--- src/rtl/input_hub_pkg.sv ---
// Shared definitions for the memory-mapped input hub.
//   - MMIO_ADDR_BITS : word-address bits decoded inside the 16-word window
//   - REG_*          : register offsets inside the window
//   - STATUS_*       : bit positions inside the STATUS register
package input_hub_pkg;

  localparam int MMIO_ADDR_BITS = 4;

  localparam logic [MMIO_ADDR_BITS-1:0] REG_BTN_STATE = 4'd0;
  localparam logic [MMIO_ADDR_BITS-1:0] REG_BTN_PRESS = 4'd1;
  localparam logic [MMIO_ADDR_BITS-1:0] REG_ACCEL_X   = 4'd2;
  localparam logic [MMIO_ADDR_BITS-1:0] REG_ACCEL_Y   = 4'd3;
  localparam logic [MMIO_ADDR_BITS-1:0] REG_STATUS    = 4'd4;
  localparam logic [MMIO_ADDR_BITS-1:0] REG_FRAME_CNT = 4'd5;

  localparam int STATUS_VALID_BIT = 0;

endpackage

--- src/rtl/btn_debounce.sv ---
// One push-button channel: two-flop synchroniser followed by a debounce
// counter. The accepted level only changes after the synchronised input
// has differed from it for DEBOUNCE_CYCLES consecutive cycles.
// Ports:
//   clock, reset : system clock, synchronous active-high reset
//   btn_raw      : asynchronous button input
//   stable       : debounced button level
//   rise         : one-cycle pulse in the first cycle stable reads 1
module btn_debounce #(
  parameter int unsigned DEBOUNCE_CYCLES = 500000
) (
  input  logic clock,
  input  logic reset,
  input  logic btn_raw,
  output logic stable,
  output logic rise
);

  localparam int CNT_W = (DEBOUNCE_CYCLES > 1) ? $clog2(DEBOUNCE_CYCLES) : 1;
  localparam logic [CNT_W-1:0] CNT_LAST = CNT_W'(DEBOUNCE_CYCLES - 1);

  logic             sync_0;
  logic             sync_1;
  logic [CNT_W-1:0] cnt;
  logic             commit;

  // The candidate level has been different for long enough to be accepted.
  assign commit = (sync_1 != stable) && (cnt == CNT_LAST);

  always_ff @(posedge clock) begin
    if (reset) begin
      sync_0 <= 1'b0;
      sync_1 <= 1'b0;
      cnt    <= '0;
      stable <= 1'b0;
      rise   <= 1'b0;
    end else begin
      sync_0 <= btn_raw;
      sync_1 <= sync_0;
      // rise is aligned with the first cycle in which stable is 1.
      rise   <= commit & sync_1;
      if (sync_1 == stable) begin
        cnt <= '0;
      end else if (commit) begin
        stable <= sync_1;
        cnt    <= '0;
      end else begin
        cnt <= cnt + 1'b1;
      end
    end
  end

endmodule

--- src/rtl/mmio_input_hub.sv ---
// Memory-mapped input hub sitting between the CPU data port and RAM.
// Conditions NUM_BTN push buttons (debounce + sticky press flags) and two
// accelerometer axes (decimated sampling + power-of-two moving average) and
// exposes them as registers in a 16-word window at MMIO_BASE.
// Ports:
//   clock, reset       : system clock, synchronous active-high reset
//   btn_raw            : asynchronous button inputs
//   accel_x_raw/_y_raw : unsigned accelerometer axes
//   addr, wren, data_in: CPU data-port word address, write enable, write data
//   ram_q              : RAM read data (1-cycle latency)
//   ram_wren           : write enable forwarded to RAM
//   q_out              : read data returned to the CPU
//
// Bus protocol: there is no valid/ready handshake. Every cycle is an access:
// a write takes effect at the next clock edge when wren is high; read data
// for the address presented in cycle N appears on q_out in cycle N+1, either
// from the hub registers (window hit) or from ram_q (miss). The hub never
// stalls, so the CPU may issue a new access every cycle.
module mmio_input_hub
  import input_hub_pkg::*;
#(
  parameter int unsigned NUM_BTN         = 4,
  parameter int unsigned DEBOUNCE_CYCLES = 500000,
  parameter int unsigned ACCEL_W         = 9,
  parameter int unsigned SAMPLE_DIV      = 50000,
  parameter int unsigned AVG_LOG2        = 3,
  parameter logic [11:0] MMIO_BASE       = 12'hFF0
) (
  input  logic               clock,
  input  logic               reset,
  input  logic [NUM_BTN-1:0] btn_raw,
  input  logic [ACCEL_W-1:0] accel_x_raw,
  input  logic [ACCEL_W-1:0] accel_y_raw,
  input  logic [11:0]        addr,
  input  logic               wren,
  input  logic [31:0]        data_in,
  input  logic [31:0]        ram_q,
  output logic               ram_wren,
  output logic [31:0]        q_out
);

  localparam int ACC_W  = ACCEL_W + AVG_LOG2;
  localparam int TICK_W = (SAMPLE_DIV > 1) ? $clog2(SAMPLE_DIV) : 1;
  localparam int SAMP_W = (AVG_LOG2 > 0) ? AVG_LOG2 : 1;
  localparam logic [TICK_W-1:0] TICK_LAST = TICK_W'(SAMPLE_DIV - 1);
  localparam logic [SAMP_W-1:0] SAMP_LAST = SAMP_W'((1 << AVG_LOG2) - 1);

  // ---------------- address decode ----------------
  logic                      hit;
  logic                      wr_hit;
  logic [MMIO_ADDR_BITS-1:0] offset;

  assign offset   = addr[MMIO_ADDR_BITS-1:0];
  assign hit      = (addr[11:MMIO_ADDR_BITS] == MMIO_BASE[11:MMIO_ADDR_BITS]);
  assign wr_hit   = wren & hit;
  assign ram_wren = wren & ~hit;

  // ---------------- buttons ----------------
  logic [NUM_BTN-1:0] btn_state;
  logic [NUM_BTN-1:0] btn_rise;
  logic [NUM_BTN-1:0] press;
  logic [NUM_BTN-1:0] press_clr;

  for (genvar i = 0; i < NUM_BTN; i++) begin : g_btn
    btn_debounce #(
      .DEBOUNCE_CYCLES(DEBOUNCE_CYCLES)
    ) u_btn (
      .clock  (clock),
      .reset  (reset),
      .btn_raw(btn_raw[i]),
      .stable (btn_state[i]),
      .rise   (btn_rise[i])
    );
  end

  assign press_clr = (wr_hit && (offset == REG_BTN_PRESS)) ? data_in[NUM_BTN-1:0] : '0;

  // ---------------- accelerometer averaging ----------------
  logic [TICK_W-1:0]  tick_cnt;
  logic               tick;
  logic [SAMP_W-1:0]  samp_cnt;
  logic               frame_done;
  logic [ACC_W-1:0]   acc_x;
  logic [ACC_W-1:0]   acc_y;
  logic [ACC_W-1:0]   sum_x;
  logic [ACC_W-1:0]   sum_y;
  logic [ACCEL_W-1:0] accel_x;
  logic [ACCEL_W-1:0] accel_y;
  logic [15:0]        frame_cnt;
  logic               valid;
  logic               valid_clr;

  assign tick       = (tick_cnt == TICK_LAST);
  assign frame_done = tick && (samp_cnt == SAMP_LAST);
  // The accumulator is wide enough for 2^AVG_LOG2 full-scale samples.
  assign sum_x      = acc_x + ACC_W'(accel_x_raw);
  assign sum_y      = acc_y + ACC_W'(accel_y_raw);
  assign valid_clr  = wr_hit && (offset == REG_STATUS) && data_in[STATUS_VALID_BIT];

  // ---------------- read path ----------------
  logic [31:0] rdata_next;
  logic [31:0] rdata_q;
  logic        sel_q;
  logic        unused_data;

  // Only a few write-data bits are meaningful; the rest are ignored.
  assign unused_data = &{1'b0, data_in};

  always_comb begin
    rdata_next = '0;
    case (offset)
      REG_BTN_STATE: rdata_next[NUM_BTN-1:0]    = btn_state;
      REG_BTN_PRESS: rdata_next[NUM_BTN-1:0]    = press;
      REG_ACCEL_X:   rdata_next[ACCEL_W-1:0]    = accel_x;
      REG_ACCEL_Y:   rdata_next[ACCEL_W-1:0]    = accel_y;
      REG_STATUS:    rdata_next[STATUS_VALID_BIT] = valid;
      REG_FRAME_CNT: rdata_next[15:0]           = frame_cnt;
      default:       rdata_next                 = '0;
    endcase
  end

  assign q_out = sel_q ? rdata_q : ram_q;

  always_ff @(posedge clock) begin
    if (reset) begin
      tick_cnt  <= '0;
      samp_cnt  <= '0;
      acc_x     <= '0;
      acc_y     <= '0;
      accel_x   <= '0;
      accel_y   <= '0;
      frame_cnt <= '0;
      valid     <= 1'b0;
      press     <= '0;
      sel_q     <= 1'b0;
      rdata_q   <= '0;
    end else begin
      tick_cnt <= tick ? '0 : tick_cnt + 1'b1;

      if (tick) begin
        if (frame_done) begin
          // Include the current sample in the average, then restart.
          accel_x   <= sum_x[ACC_W-1:AVG_LOG2];
          accel_y   <= sum_y[ACC_W-1:AVG_LOG2];
          acc_x     <= '0;
          acc_y     <= '0;
          samp_cnt  <= '0;
          frame_cnt <= frame_cnt + 16'd1;
        end else begin
          acc_x    <= sum_x;
          acc_y    <= sum_y;
          samp_cnt <= samp_cnt + 1'b1;
        end
      end

      // A set in the same cycle as a write-1-to-clear leaves the flag set.
      valid <= frame_done | (valid & ~valid_clr);
      press <= btn_rise | (press & ~press_clr);

      // Registered read captures the pre-update register contents.
      sel_q   <= hit;
      rdata_q <= rdata_next;
    end
  end

endmodule

--- config.mk ---
export PLATFORM = sky130hd
export DESIGN_NAME = mmio_input_hub
export DESIGN_NICKNAME = d
export VERILOG_FILES = /design/src/rtl/input_hub_pkg.sv /design/src/rtl/btn_debounce.sv /design/src/rtl/mmio_input_hub.sv
export SDC_FILE = /design/constraint.sdc
export NUM_CORES = 1
export LEC_CHECK = 0
export BUFFER_PORTS_ARGS = -buffer_cell sky130_fd_sc_hd__buf_2
export CAP_MARGIN = 10
export CORE_AREA = 8 8 130 193
export CTS_CLUSTER_SIZE = 25
export DETAILED_ROUTE_END_ITERATION = 12
export DIE_AREA = 0 0 138 201
export GPL_TIMING_DRIVEN = 0
export PLACE_DENSITY = 0.66
export SKIP_CTS_REPAIR_TIMING = 1
export SYNTH_ARGS = -nofsm -noshare
export SYNTH_HDL_FRONTEND = slang
export SYNTH_SLANG_ARGS = --single-unit
--- constraint.sdc ---
create_clock -name clock -period 7.3 [get_ports clock]
set_input_delay 1.46 -clock clock [delete_from_list [all_inputs] [get_ports clock]]
set_output_delay 1.46 -clock clock [all_outputs]
set_load 0.005 [all_outputs]
==> summary.txt <==
Status
  – Result of the run: complete, no violations

Drt
  – Via density: 5.18
  – Detailed-routing iteration count for the pre-antenna-repair pass: 5
  – DR DRC count: 0
  – Avg WL per Cell: 14.6 um
  – Total length of routed wires: 20.6 mm
  – Post-route antenna net violation count: 0
  – Number of DRC markers in iteration 0: 331
  – Vias: 7300

Floorplan
  – Die area: 0.0277 sq mm
  – Die span in y: 201 um
  – Die extent in x: 138 um
  – FP Rows: 67
  – Starting density of the core: 39.6%
  – Placeable core region: 0.0221 sq mm
  – Boundary pin count: 134

Final layout
  – Filler Cells Inserted: 2241
  – Share of cells above drive strength 1: 14.8%
  – Synth-to-Final Area Change: 16.9%
  – Final net count: 1249
  – Sequential cell area: 0.00382 sq mm
  – Leading cell type in the layout, fill and taps excluded: dfxtp_1
  – Area used by multi-input combinational logic: 0.00474 sq mm
  – Commonest non-fill, non-tap cells in the layout: 191 x dfxtp_1, 141 x nor2_1, 110 x buf_2
  – Final core utilization: 46.3%

Logic synthesis
  – #FFs+latches synth: 191
  – Number of unique standard cell types used by synthesis: 58
  – Sequential-to-total area share from yosys stat: 43.6%
  – Number of warnings issued by yosys: 0
  – Net count of the mapped netlist: 1126
  – Count of mapped cells out of synthesis: 997
  – Most used DFF post-synth: dfxtp_1
  – Average footprint of a synthesized cell: 8.79 sq um
  – Post-synth design cell area: 0.00876 sq mm
  – Cell types with the largest area share after synthesis: dfxtp_1 44%, nor2_1 6.0%, xor2_1 5.5%, xnor2_1 4.0%, ha_1 3.7%
  – Post-synth ARST share: 0%
  – Top cell type's share of synthesized area: 43.6%
  – Post-synth EDFFs: 0
  – Yosys top cell by area: dfxtp_1

Clock tree
  – Maximum count of clock buffers along a single path: 2
  – Number of sinks on the clock net: 191
  – Clock latency at the later pin of the worst-skew pair: 0.44 ns
  – Clock tree from TritonCTS: built
  – Clock slew at reported path FFs: 0.07 ns
  – H-tree depth: 4
  – CTS Root Buffer Type: clkbuf_16
  – Number of buffers created by CTS: 17

STA
  – Setup repair after global routing missed its margin: false
  – F_max: 268 MHz
  – Final critical-path share of the clock period: 51.2%
  – Final-report hold violation count: 0
  – Clock skew: 0.00943 ns
  – Max Transition Viols Final: 0
  – Fin Setup TNS: 0 ns
  – Max transition margin: 21.4%
  – Total setup violations reported at the end of the flow: 0
  – Slew at the pin with the worst max-slew slack: 1.18 ns
  – Final min period: 3.74 ns

Power
  – Largest vdd supply drop: 157 uV
  – Leakage power: 3.74 nW
  – Pint: 0.00165 W
  – Net Switching: 0.000466 W
  – Pwr per Cell Area: 206 mW/mm^2
  – Register share of total power: 49.6%
  – Relative contribution of the clock network to total power: 46.2%
  – Switching power share of the total: 22.0%
  – Overall power: 0.00211 W
  – Portion of total power attributed to combinational logic: 4.2%

Global routing
  – First-pass GRT wire length: 34.7 mm
  – Initial antenna violation count: 0
  – Vias in the first global route: 7199
  – Fraction of met3 tracks used by global routing: 3.22%
  – Overall overflow remaining after global route: 0
  – Grt peak-use layer: met2
  – Met1 demand-to-capacity share in global routing: 17.9%
  – Largest net degree at the start of global routing: 17
  – Gr usage total: 14.9%
  – Fraction of met2 tracks used by global routing: 25.5%

Place
  – Placed wire-length estimate after detailed placement: 15.6 mm
  – GP Congestion: 0.827
  – Buffers on Ports: 104

Setup path
  – CP Data Required Time: 5.84 ns
  – Critical R2R Capture: frame_cnt[11]
  – Largest fanout of any net on the critical path: 4
  – Length in cells of the worst reg-to-reg path: 7
  – R2r startpoint: tick_cnt[11]
  – Crit. End Element: primary output
  – Critical Setup Path Class: in2out
  – Data arrival at the endpoint of the critical path: 2.28 ns
  – Category of the worst setup path launch point: input port
  – Register-to-register setup slack: 4.46 ns

Hold path
  – Tightest Hold Check Type: reg2reg
  – Worst Hold Launch: g_btn[0].u_btn.sync_0
  – Endpoint of the worst hold-timing path: g_btn[0].u_btn.sync_1
  – Worst Hold Path Cells: 1

Flow run
  – Max-capacitance violation count: 0
## kinds of logic (layout without fill, tap and decap cells)
logic type,after synthesis,count (layout),share of synthesized area [%]
adder cells (fa/ha/maj),28,28,4.17
flip-flops,191,191,43.6
AO/OA/AOI/OAI,153,153,10.8
buffers and inverters,48,184,2.23
XOR/XNOR,95,95,9.50
other,0,1,0
AND/OR/NAND/NOR,453,453,26.0
multiplexers,29,29,3.63
## critical path, stage by stage
cell and delay [ns]:
buf_2 0.07, nand4_1 0.07, or2_2 0.37, and2_1 0.18, buf_2 0.12
## area by class of cell
type	count	area share, %
well taps	276	3.37
clock buffers	21	4.49
plain buffers	32	1.32
repair buffers	104	5.08
inverters	16	0.586
clock inverters	11	1.53
diodes	1	0.0244
flip-flops and latches	191	37.3
multi-input cells	758	46.3
## registers in the layout, indices dropped and copies added, names as in the netlist, 4 cells and up
signal / count
rdata_q: 16
g_btn.u_btn.stable: 4
g_btn.u_btn.cnt: 76
tick_cnt: 16
g_btn.u_btn.sync_1: 4
g_btn.u_btn.rise: 4
g_btn.u_btn.sync_0: 4
acc_y: 12
accel_x: 9
accel_y: 9
frame_cnt: 16
acc_x: 12
press: 4
## power by group through the flow
| stage | registers, W | logic [W] | clock network, W |
|---|---|---|---|
| after global placement | 0.00107 | 0.0000880 | 0 |
| after CTS | 0.00105 | 0.0000893 | 0.000993 |
| after floorplan | 0.00107 | 0.0000445 | 0 |
| after detailed placement | 0.00107 | 0.0000888 | 0 |
| after global routing | 0.00105 | 0.0000981 | 0.00104 |
| final | 0.00105 | 0.0000881 | 0.000976 |
## routing by layer
| metal | share of wire (%) | vias to the layer above |
|---|---|---|
| li1 | - | 3732 |
| met1 | 45 | 3391 |
| met2 | 49 | 155 |
| met3 | 4.0 | 22 |
| met4 | 1.8 | 0 |
| met5 | 0 | - |
## synthesized netlist by cell type, types with 7 or more instances
master    instances
dfxtp_1         191
nor2_1          141
nand2_1          81
a21oi_1          57
xor2_1           55
nand3_1          49
xnor2_1          40
o21ai_0          35
nor2b_1          34
ha_1             26
nand4_1          26
or3_1            22
mux2_2           21
clkbuf_1         20
nor3_1           19
a22o_1           16
and3_1           16
inv_1            16
nand2b_1         12
and2_1           11
a22oi_1           9
nor4b_1           9
and4_1            8
mux2i_1           7
nor4_1            7
## worst max-delay path by stage
| stage | to | slack (ns) | start | depth (start not counted) |
|---|---|---|---|---|
| after floorplan | ram_wren | 3.83 | addr[10] | 3 |
| after global routing | q_out[11] | 3.51 | sel_q | 3 |
| after CTS | ram_wren | 3.56 | addr[10] | 5 |
| after detailed placement | ram_wren | 3.56 | addr[10] | 5 |
| final | ram_wren | 3.56 | addr[10] | 5 |
| after global placement | ram_wren | 3.56 | addr[10] | 5 |
## per-stage QoR
stage	worst slack, ns	area, sq um	cells	hold WS, ns
final	3.56	10200	1410	0.444
after global routing	3.51	10200	1409	0.452
after CTS	3.56	10200	1409	0.447
after detailed placement	3.56	9630	1377	0.425
after global placement	3.56	9630	1377	0.418
after floorplan	3.83	8760	997	0.413
No activity file was read; power rests on OpenSTA's default activity.
